[config.mk]
export PLATFORM = sky130hd
export DESIGN_NAME = seq_mul_8bit
export DESIGN_NICKNAME = d
export VERILOG_FILES = /design/src/rtl/seq_mul_pkg.sv /design/src/rtl/cla_8bit.sv /design/src/rtl/seq_mul_8bit.sv
export SDC_FILE = /design/constraint.sdc
export NUM_CORES = 1
export LEC_CHECK = 0
export CORE_AREA = 10 10 89 91
export DETAILED_ROUTE_END_ITERATION = 8
export DIE_AREA = 0 0 99 101
export PLACE_DENSITY = 0.57
export SKIP_CTS_REPAIR_TIMING = 1
export SLEW_MARGIN = 5
export SYNTH_ARGS = -nofsm -noshare
export SYNTH_HDL_FRONTEND = slang
export SYNTH_SLANG_ARGS = --single-unit
[constraint.sdc]
create_clock -name clk -period 5.4 [get_ports clk]
set_clock_uncertainty 0.15 [all_clocks]
set_input_delay 0.81 -clock clk [delete_from_list [all_inputs] [get_ports clk]]
set_output_delay 0.81 -clock clk [all_outputs]
set_load 0.02 [all_outputs]
[src/rtl/seq_mul_pkg.sv]
// Shared encodings and widths for the sequential shift-add multiplier.
package seq_mul_pkg;

  localparam logic [1:0] ST_IDLE = 2'd0;
  localparam logic [1:0] ST_RUN  = 2'd1;
  localparam logic [1:0] ST_DONE = 2'd2;

  localparam int unsigned MUL_W     = 8;
  localparam int unsigned PROD_W    = 16;
  localparam int unsigned LAST_ITER = 7;

  typedef enum logic [1:0] {
    StIdle = ST_IDLE,
    StRun  = ST_RUN,
    StDone = ST_DONE
  } state_e;

endpackage

[src/rtl/cla_8bit.sv]
// 8-bit carry-lookahead adder built from two 4-bit lookahead groups.
module cla_8bit (
  input  logic [7:0] a,
  input  logic [7:0] b,
  input  logic       cin,
  output logic [7:0] sum,
  output logic       cout
);

  logic [7:0] g;
  logic [7:0] p;
  logic [8:0] c;

  assign g = a & b;
  assign p = a ^ b;

  always_comb begin
    c[0] = cin;
    c[1] = g[0] | (p[0] & c[0]);
    c[2] = g[1] | (p[1] & g[0]) | (p[1] & p[0] & c[0]);
    c[3] = g[2] | (p[2] & g[1]) | (p[2] & p[1] & g[0]) | (p[2] & p[1] & p[0] & c[0]);
    c[4] = g[3] | (p[3] & g[2]) | (p[3] & p[2] & g[1]) | (p[3] & p[2] & p[1] & g[0])
         | (p[3] & p[2] & p[1] & p[0] & c[0]);
    c[5] = g[4] | (p[4] & c[4]);
    c[6] = g[5] | (p[5] & g[4]) | (p[5] & p[4] & c[4]);
    c[7] = g[6] | (p[6] & g[5]) | (p[6] & p[5] & g[4]) | (p[6] & p[5] & p[4] & c[4]);
    c[8] = g[7] | (p[7] & g[6]) | (p[7] & p[6] & g[5]) | (p[7] & p[6] & p[5] & g[4])
         | (p[7] & p[6] & p[5] & p[4] & c[4]);
  end

  assign sum  = p ^ c[7:0];
  assign cout = c[8];

endmodule

[src/rtl/seq_mul_8bit.sv]
// Sequential 8x8 unsigned shift-add multiplier with valid/ready on both sides.
// Define MUL_EARLY_TERM_EN to finish as soon as the remaining multiplier bits are zero.
module seq_mul_8bit
  import seq_mul_pkg::*;
#(
  parameter int unsigned WIDTH = 8,
  parameter int unsigned CNT_W = 4
) (
  input  logic        clk,
  input  logic        rst,
  input  logic        in_valid,
  output logic        in_ready,
  input  logic [7:0]  in_a,
  input  logic [7:0]  in_b,
  output logic        out_valid,
  input  logic        out_ready,
  output logic [15:0] out_prod,
  output logic        busy
);

  if (WIDTH != MUL_W) begin : g_bad_width
    $error("seq_mul_8bit: WIDTH must be 8");
  end
  if ((2 ** CNT_W) <= WIDTH) begin : g_bad_cnt_w
    $error("seq_mul_8bit: CNT_W too narrow");
  end

  state_e             state_q, state_d;
  logic [MUL_W-1:0]   acc_q, acc_d;
  logic [MUL_W-1:0]   lo_q, lo_d;
  logic [MUL_W-1:0]   mplr_q, mplr_d;
  logic [MUL_W-1:0]   mcand_q, mcand_d;
  logic [CNT_W-1:0]   cnt_q, cnt_d;

  logic [MUL_W-1:0]   add_b;
  logic [MUL_W-1:0]   add_sum;
  logic               add_cout;

  assign add_b = mplr_q[0] ? mcand_q : '0;

  cla_8bit u_cla (
    .a    (acc_q),
    .b    (add_b),
    .cin  (1'b0),
    .sum  (add_sum),
    .cout (add_cout)
  );

`ifdef MUL_EARLY_TERM_EN
  // Right-align the partial product when no multiplier bits remain.
  logic [CNT_W:0] shamt;
  assign shamt = (CNT_W + 1)'(MUL_W) - {1'b0, cnt_q};
`endif

  always_comb begin
    state_d = state_q;
    acc_d   = acc_q;
    lo_d    = lo_q;
    mplr_d  = mplr_q;
    mcand_d = mcand_q;
    cnt_d   = cnt_q;
    unique case (state_q)
      StIdle: begin
        if (in_valid) begin
          mcand_d = in_a;
          mplr_d  = in_b;
          acc_d   = '0;
          lo_d    = '0;
          cnt_d   = '0;
          state_d = StRun;
        end
      end
      StRun: begin
`ifdef MUL_EARLY_TERM_EN
        if (mplr_q == '0) begin
          {acc_d, lo_d} = {acc_q, lo_q} >> shamt;
          state_d       = StDone;
        end else
`endif
        begin
          // cout is the ninth bit of the partial sum and shifts into acc.
          {acc_d, lo_d} = {add_cout, add_sum, lo_q[MUL_W-1:1]};
          mplr_d        = mplr_q >> 1;
          cnt_d         = cnt_q + CNT_W'(1);
          if (cnt_q == CNT_W'(LAST_ITER)) begin
            state_d = StDone;
          end
        end
      end
      StDone: begin
        if (out_ready) begin
          state_d = StIdle;
        end
      end
      default: state_d = StIdle;
    endcase
  end

  always_ff @(posedge clk or posedge rst) begin
    if (rst) begin
      state_q <= StIdle;
      acc_q   <= '0;
      lo_q    <= '0;
      mplr_q  <= '0;
      mcand_q <= '0;
      cnt_q   <= '0;
    end else begin
      state_q <= state_d;
      acc_q   <= acc_d;
      lo_q    <= lo_d;
      mplr_q  <= mplr_d;
      mcand_q <= mcand_d;
      cnt_q   <= cnt_d;
    end
  end

  assign in_ready  = (state_q == StIdle);
  assign out_valid = (state_q == StDone);
  assign busy      = (state_q != StIdle);
  assign out_prod  = {acc_q, lo_q};

endmodule

==> metrics.csv <==
metric,value,unit
status,"finished, final reports clean",
Max Cap Viol,0,
post-route DRC violation count,0,
"commonest cells after routing, fill and taps aside","dfrtp_1, clkdlybuf4s50_1, nor2_1",
final core utilization,38.4,%
Slew @ Worst Pin,0.775,ns
synth top area cells,"dfrtp_1, ha_1, a22o_1",
HPWL after detailed placement,2880,um
Post-Route WL,4130,um
Highest Clock Rate,377,MHz
total CTS buffers,5,
Top-Level Pins,39,
port bufs,38,
worst hold endpoint,mcand_q[5],
Gate Count Post-Synth,162,
Vias/cell,4.75,
crit path DAT,1.69,ns
worst reg2reg path startpoint,mplr_q[0],
nets,233,
max_slew headroom,48.3,%
Crit. End Element,primary output,
"reg-to-reg slack, setup",3.00,ns
Rows,29,
RSZ-0062 raised after global routing,no,
Sink Count,38,
top_reg_cell synth,dfrtp_1,
grt total ovfl,0,
share of cells above drive strength 1,7.88,%
Worst-path clk slew,0.07,ns
Fillers,635,
Hold Path Class,flip-flop to flip-flop,
Critical Path Source,state_q[1],
number of detailed-routing iterations run before antenna repair,4,
pre-CTS setup slack,2.91,ns
CTS Buffer Depth,2,
post-synth top area cell,dfrtp_1,
Final Hold Viols,0,
post-synth net total,193,
max-slew violation count,0,
TNS Setup,0,ns
YS warnings,0,
vias in the first global route,1433,
PD cells,665,nW/um2
Vias,1330,
GRT Total Usage,8.62,%
DR WL/cell,14.8,um
Crit Path Max Fanout,5,
hold path depth,1,
R2R cell count,6,
maximum vdd ir drop,277,uV
Yosys reg bits,38,
Synth-to-Final Area Change,30.5,%
Die Span X,99,um
CTS tree,yes,
"EDFF count, synth",0,
CTS Root Cell,clkbuf_8,
die area,10000,um2
Critical Path RT,4.44,ns
# diodes,0,
"Seq/Total Area, Yosys",52.2,%
Hold Crit Start,mcand_q[5],
Initial DRC Count,43,
Syn Area/Cell,11.3,um2
Initial Util,29.4,%
GPL Wtd Cong,0.716,
Skew-Pair Late Insertion Delay,0.29,ns
post-synth design cell area,1820,um2
antenna-violating nets left,0,
htree depth,2,
antenna violations before repair,0,
Worst Slack Setup Final,2.75,ns
Static Leakage,1.05,nW
first-pass GRT wire length,6890,um
worst hold slack,0.334,ns
Cell variety after synth,40,
Crit Path Class,flip-flop to primary output,
FF-to-FF End,acc_q[3],
post-layout min period,2.65,ns
largest net degree at the start of global routing,39,
die height,101,um
Yosys top cell area share,52.2,%
Post-synth ARST share,100,%
crit start category,flip-flop,
crit share post-route,49.1,%
# setup viols final,0,
core area,6200,um2
cell usage after synthesis (2+ instances only):
cell,instances
a21o_1,2
a21oi_1,3
a22o_1,11
and2_1,7
buf_2,3
clkbuf_1,2
dfrtp_1,38
fa_1,2
ha_1,9
inv_1,7
mux2_1,7
nand2_1,8
nand3_1,3
nand4_1,2
nor2_1,17
nor2b_1,2
o21ai_0,8
o22ai_1,8
xnor2_1,2
worst max-delay path, stage by stage (launching register included):
cell	delay (ns)
dfrtp_1	0.41
or2_2	0.32
inv_2	0.07
clkdlybuf4s50_1	0.60
power by group:
group | switching, mW | total [mW] | internal [mW]
clock network | 0.0996 | 0.238 | 0.138
registers | 0.102 | 0.529 | 0.427
logic | 0.426 | 0.814 | 0.389
sequential cells by signal (all words and copies together), names as in the netlist:
name / count
acc_q: 8
lo_q: 8
mcand_q: 8
mplr_q: 8
cnt_q: 4
state_q: 2
how the worst max path moves through the flow:
stage | to | cells past startpoint
global placement | mcand_q[5] | 3
global route | in_ready | 3
detailed placement | acc_q[1] | 4
finish | in_ready | 3
CTS | in_ready | 3
floorplan | acc_q[3] | 6
routing by layer:
layer  global-route usage (%)  vias up  routed length (um)
met1                     10.1      637                1910
met2                     13.4       27                1910
met5                        0        -                   0
li1                         -      658                   -
met4                     4.30        0                  51
met3                     3.43        8                 261
cell type report:
cell class | instances | area [um2] | share of cell area (%)
Tap cell | 77 | 96.3 | 4.05
Multi-Input combinational cell | 109 | 801 | 33.6
Clock buffer | 7 | 76.3 | 3.21
Inverter | 8 | 30.0 | 1.26
Clock inverter | 1 | 30.0 | 1.26
Sequential cell | 38 | 951 | 40.0
Timing Repair Buffer | 40 | 395 | 16.6
cell families after synthesis:
group,count (synthesis),share of synthesized area [%]
buffers and inverters,15,3.91
flip-flops,38,52.2
AND/OR/NAND/NOR,45,12.4
adder cells (fa/ha/maj),11,8.37
AO/OA/AOI/OAI,42,16.8
multiplexers,8,4.94
XOR/XNOR,3,1.44
stage by stage:
step	instances	total power, mW	area (um2)
after floorplan	162	1.09	1820
after global placement	272	1.34	2270
after detailed placement	272	1.36	2270
after CTS	280	1.60	2380
after global routing	280	1.73	2380
final	280	1.58	2380
Note: power is estimated with default switching activity, not from simulation.
==> RTL change, RTL diff (same flow settings) <==
`CNT_W`: 4 -> 5.
--- a/src/rtl/seq_mul_8bit.sv
+++ b/src/rtl/seq_mul_8bit.sv
@@ -4,7 +4,7 @@
   import seq_mul_pkg::*;
 #(
   parameter int unsigned WIDTH = 8,
-  parameter int unsigned CNT_W = 4
+  parameter int unsigned CNT_W = 5
 ) (
   input  logic        clk,
   input  logic        rst,
Check against the original RTL: no difference found for any inputs over 4 cycles, from zero or initial values and one cycle with rst high; that may be too few to reach the edited logic, so the function may still have changed.
==> RTL change against the unedited design <==
Final area grew 4.1%. Core utilization increased by 1.6 points. Routed wire length increased by 3.4%. Via count increased by 11%. Synthesized cell count is 19% higher. Sequential cell count rose by 1. Total power shrank 0.48%. Largest power group unchanged. Global-route usage grew 0.31 points. First-iteration DRC count decreased by 14%. Area after synthesis is 5.0% higher. Worst hold slack better by 0.013 ns. Worst setup slack better by 0.073 ns. Register-to-register slack better by 0.07 ns.
==> RTL change: results (changes against the unedited design) <==
* Worst r2r dst: acc_q[4] (was acc_q[3])
* Cell Area, Placed at 0.00237 mm2 (was 0.00227 mm2)
* Synth Area in Compound Gates at 11.1% (was 16.8%)
* FILL cells at 640 (was 635)
* R2R cell count at 7 (was 6)
* Multi-input gate share of total cell area at 34.6% (was 33.6%)
* Reg2reg setup slack at 3.07 ns (was 3.00 ns)
* Gate Count Post-Synth at 192 (was 162)
* Max Fanout on Critical Path at 5 (unchanged)
* Critical Path AT at 1.62 ns (was 1.69 ns)
* Yosys cell types at 37 (was 40)
* Final min period at 2.58 ns (was 2.65 ns)
* Worst r2r src: mplr_q[0] (unchanged)
* Non-clock buffer total of the final layout at 42 (was 40)
* Invs w/o clock at 8 (unchanged)
* Syn nets at 223 (was 193)
* Antenna cells at 0 (unchanged)
* Metal3 WL at 372 um (was 261 um)
* Starting DRT DRC Count at 37 (was 43)
* Layout cells sized above 1 at 10.0% (was 7.88%)
* Cell area after layout at 0.00248 mm2 (was 0.00238 mm2)
* Post-placement cell count at 300 (was 272)
* Slew margin rel. at 67.4% (was 48.3%)
* List of most frequent post-synthesis cells: dfrtp_1 (39), nand2_1 (26), nand3_1 (22) (was dfrtp_1 (38), nor2_1 (17), a22o_1 (11))
* Drt wl/cell at 13.9 um (was 14.8 um)
* First-pass GRT wire length at 7380 um (was 6890 um)
* Comb_multi_in at 134 (was 109)
* Met3 GRT Util at 4.39% (was 3.43%)
* Global Route Usage Sum at 8.93% (was 8.62%)
* GR Layer Usage met2 at 14.2% (was 13.4%)
* Run status: finished, final reports clean (unchanged)
* Peak VDD IR at 0.349 mV (was 0.277 mV)
* Non-clk buf share at 16.6% (about the same)
* Antenna violations before repair at 0 (unchanged)
* Vias in the first global route at 1,543 (was 1,433)
* Avg Vias per Cell at 4.82 (was 4.75)
* XOR/XNOR Fraction of Synth Area at 1.37% (was 1.44%)
* M1 wire length at 1940 um (was 1910 um)
* Clock network area share at 4.29% (was 4.47%)
* Post-synthesis mux area share at 4.71% (was 4.94%)
* Largest cells by area after synthesis: dfrtp_1 (51%), ha_1 (5.9%), nand3_1 (5.8%) (was dfrtp_1 (52%), ha_1 (6.2%), a22o_1 (5.3%))
* Seq/Total Area, Yosys at 51.0% (was 52.2%)
* Crit path from: state_q[0] (was state_q[1])
* Post-DP HPWL at 2910 um (was 2880 um)
* Synth Area in Adders at 7.97% (was 8.37%)
* Met2 WL at 1920 um (was 1910 um)
* Main synth FF type: dfrtp_1 (unchanged)
* Grt met1 use at 10.2% (was 10.1%)
* Post-place setup slack at 3.05 ns (was 2.91 ns)
* Largest net degree at the start of global routing at 40 (was 39)
* Post-Route WL at 4270 um (was 4130 um)
* #FFs+latches synth at 39 (was 38)
* Register Area at 976 um2 (was 951 um2)
* Family with the most delay on the worst path: buffers and inverters (unchanged)
* RD Place Congestion at 0.786 (was 0.716)
* Number of core rows at 29 (unchanged)
* Lkg Pwr at 0.00112 uW (was 0.00105 uW)
* Nets@finish at 261 (was 233)
-- RTL change: cell count changes after synthesis, sizes merged, moves of 2 or more --
cell,change
a21oi,-2
a22o,-10
clkbuf,+4
nand2,+17
nand3,+19
nor2,-3
o21ai,+4
-- RTL change: worst min path at each step --
stage                       to  cells past startpoint       start  slack [ns]
finish                cnt_q[4]                      1    cnt_q[4]        0.35
CTS                   cnt_q[4]                      1    cnt_q[4]        0.35
detailed placement    cnt_q[4]                      1    cnt_q[4]        0.33
floorplan             cnt_q[4]                      1    cnt_q[4]        0.31
global route        mcand_q[3]                      1  mcand_q[3]        0.37
global placement      cnt_q[4]                      1    cnt_q[4]        0.32
-- RTL change: stage by stage --
step / hold slack, ns / total power [uW]
finish: 0.347 / 1570
CTS: 0.347 / 1600
global route: 0.371 / 1740
global placement: 0.325 / 1340
detailed placement: 0.333 / 1360
floorplan: 0.309 / 1090
-- RTL change: power by group --
group          switching [uW]  internal, uW
Sequential                102           433
Combinational             429           372
Clock                     102           135
Total                     634           940
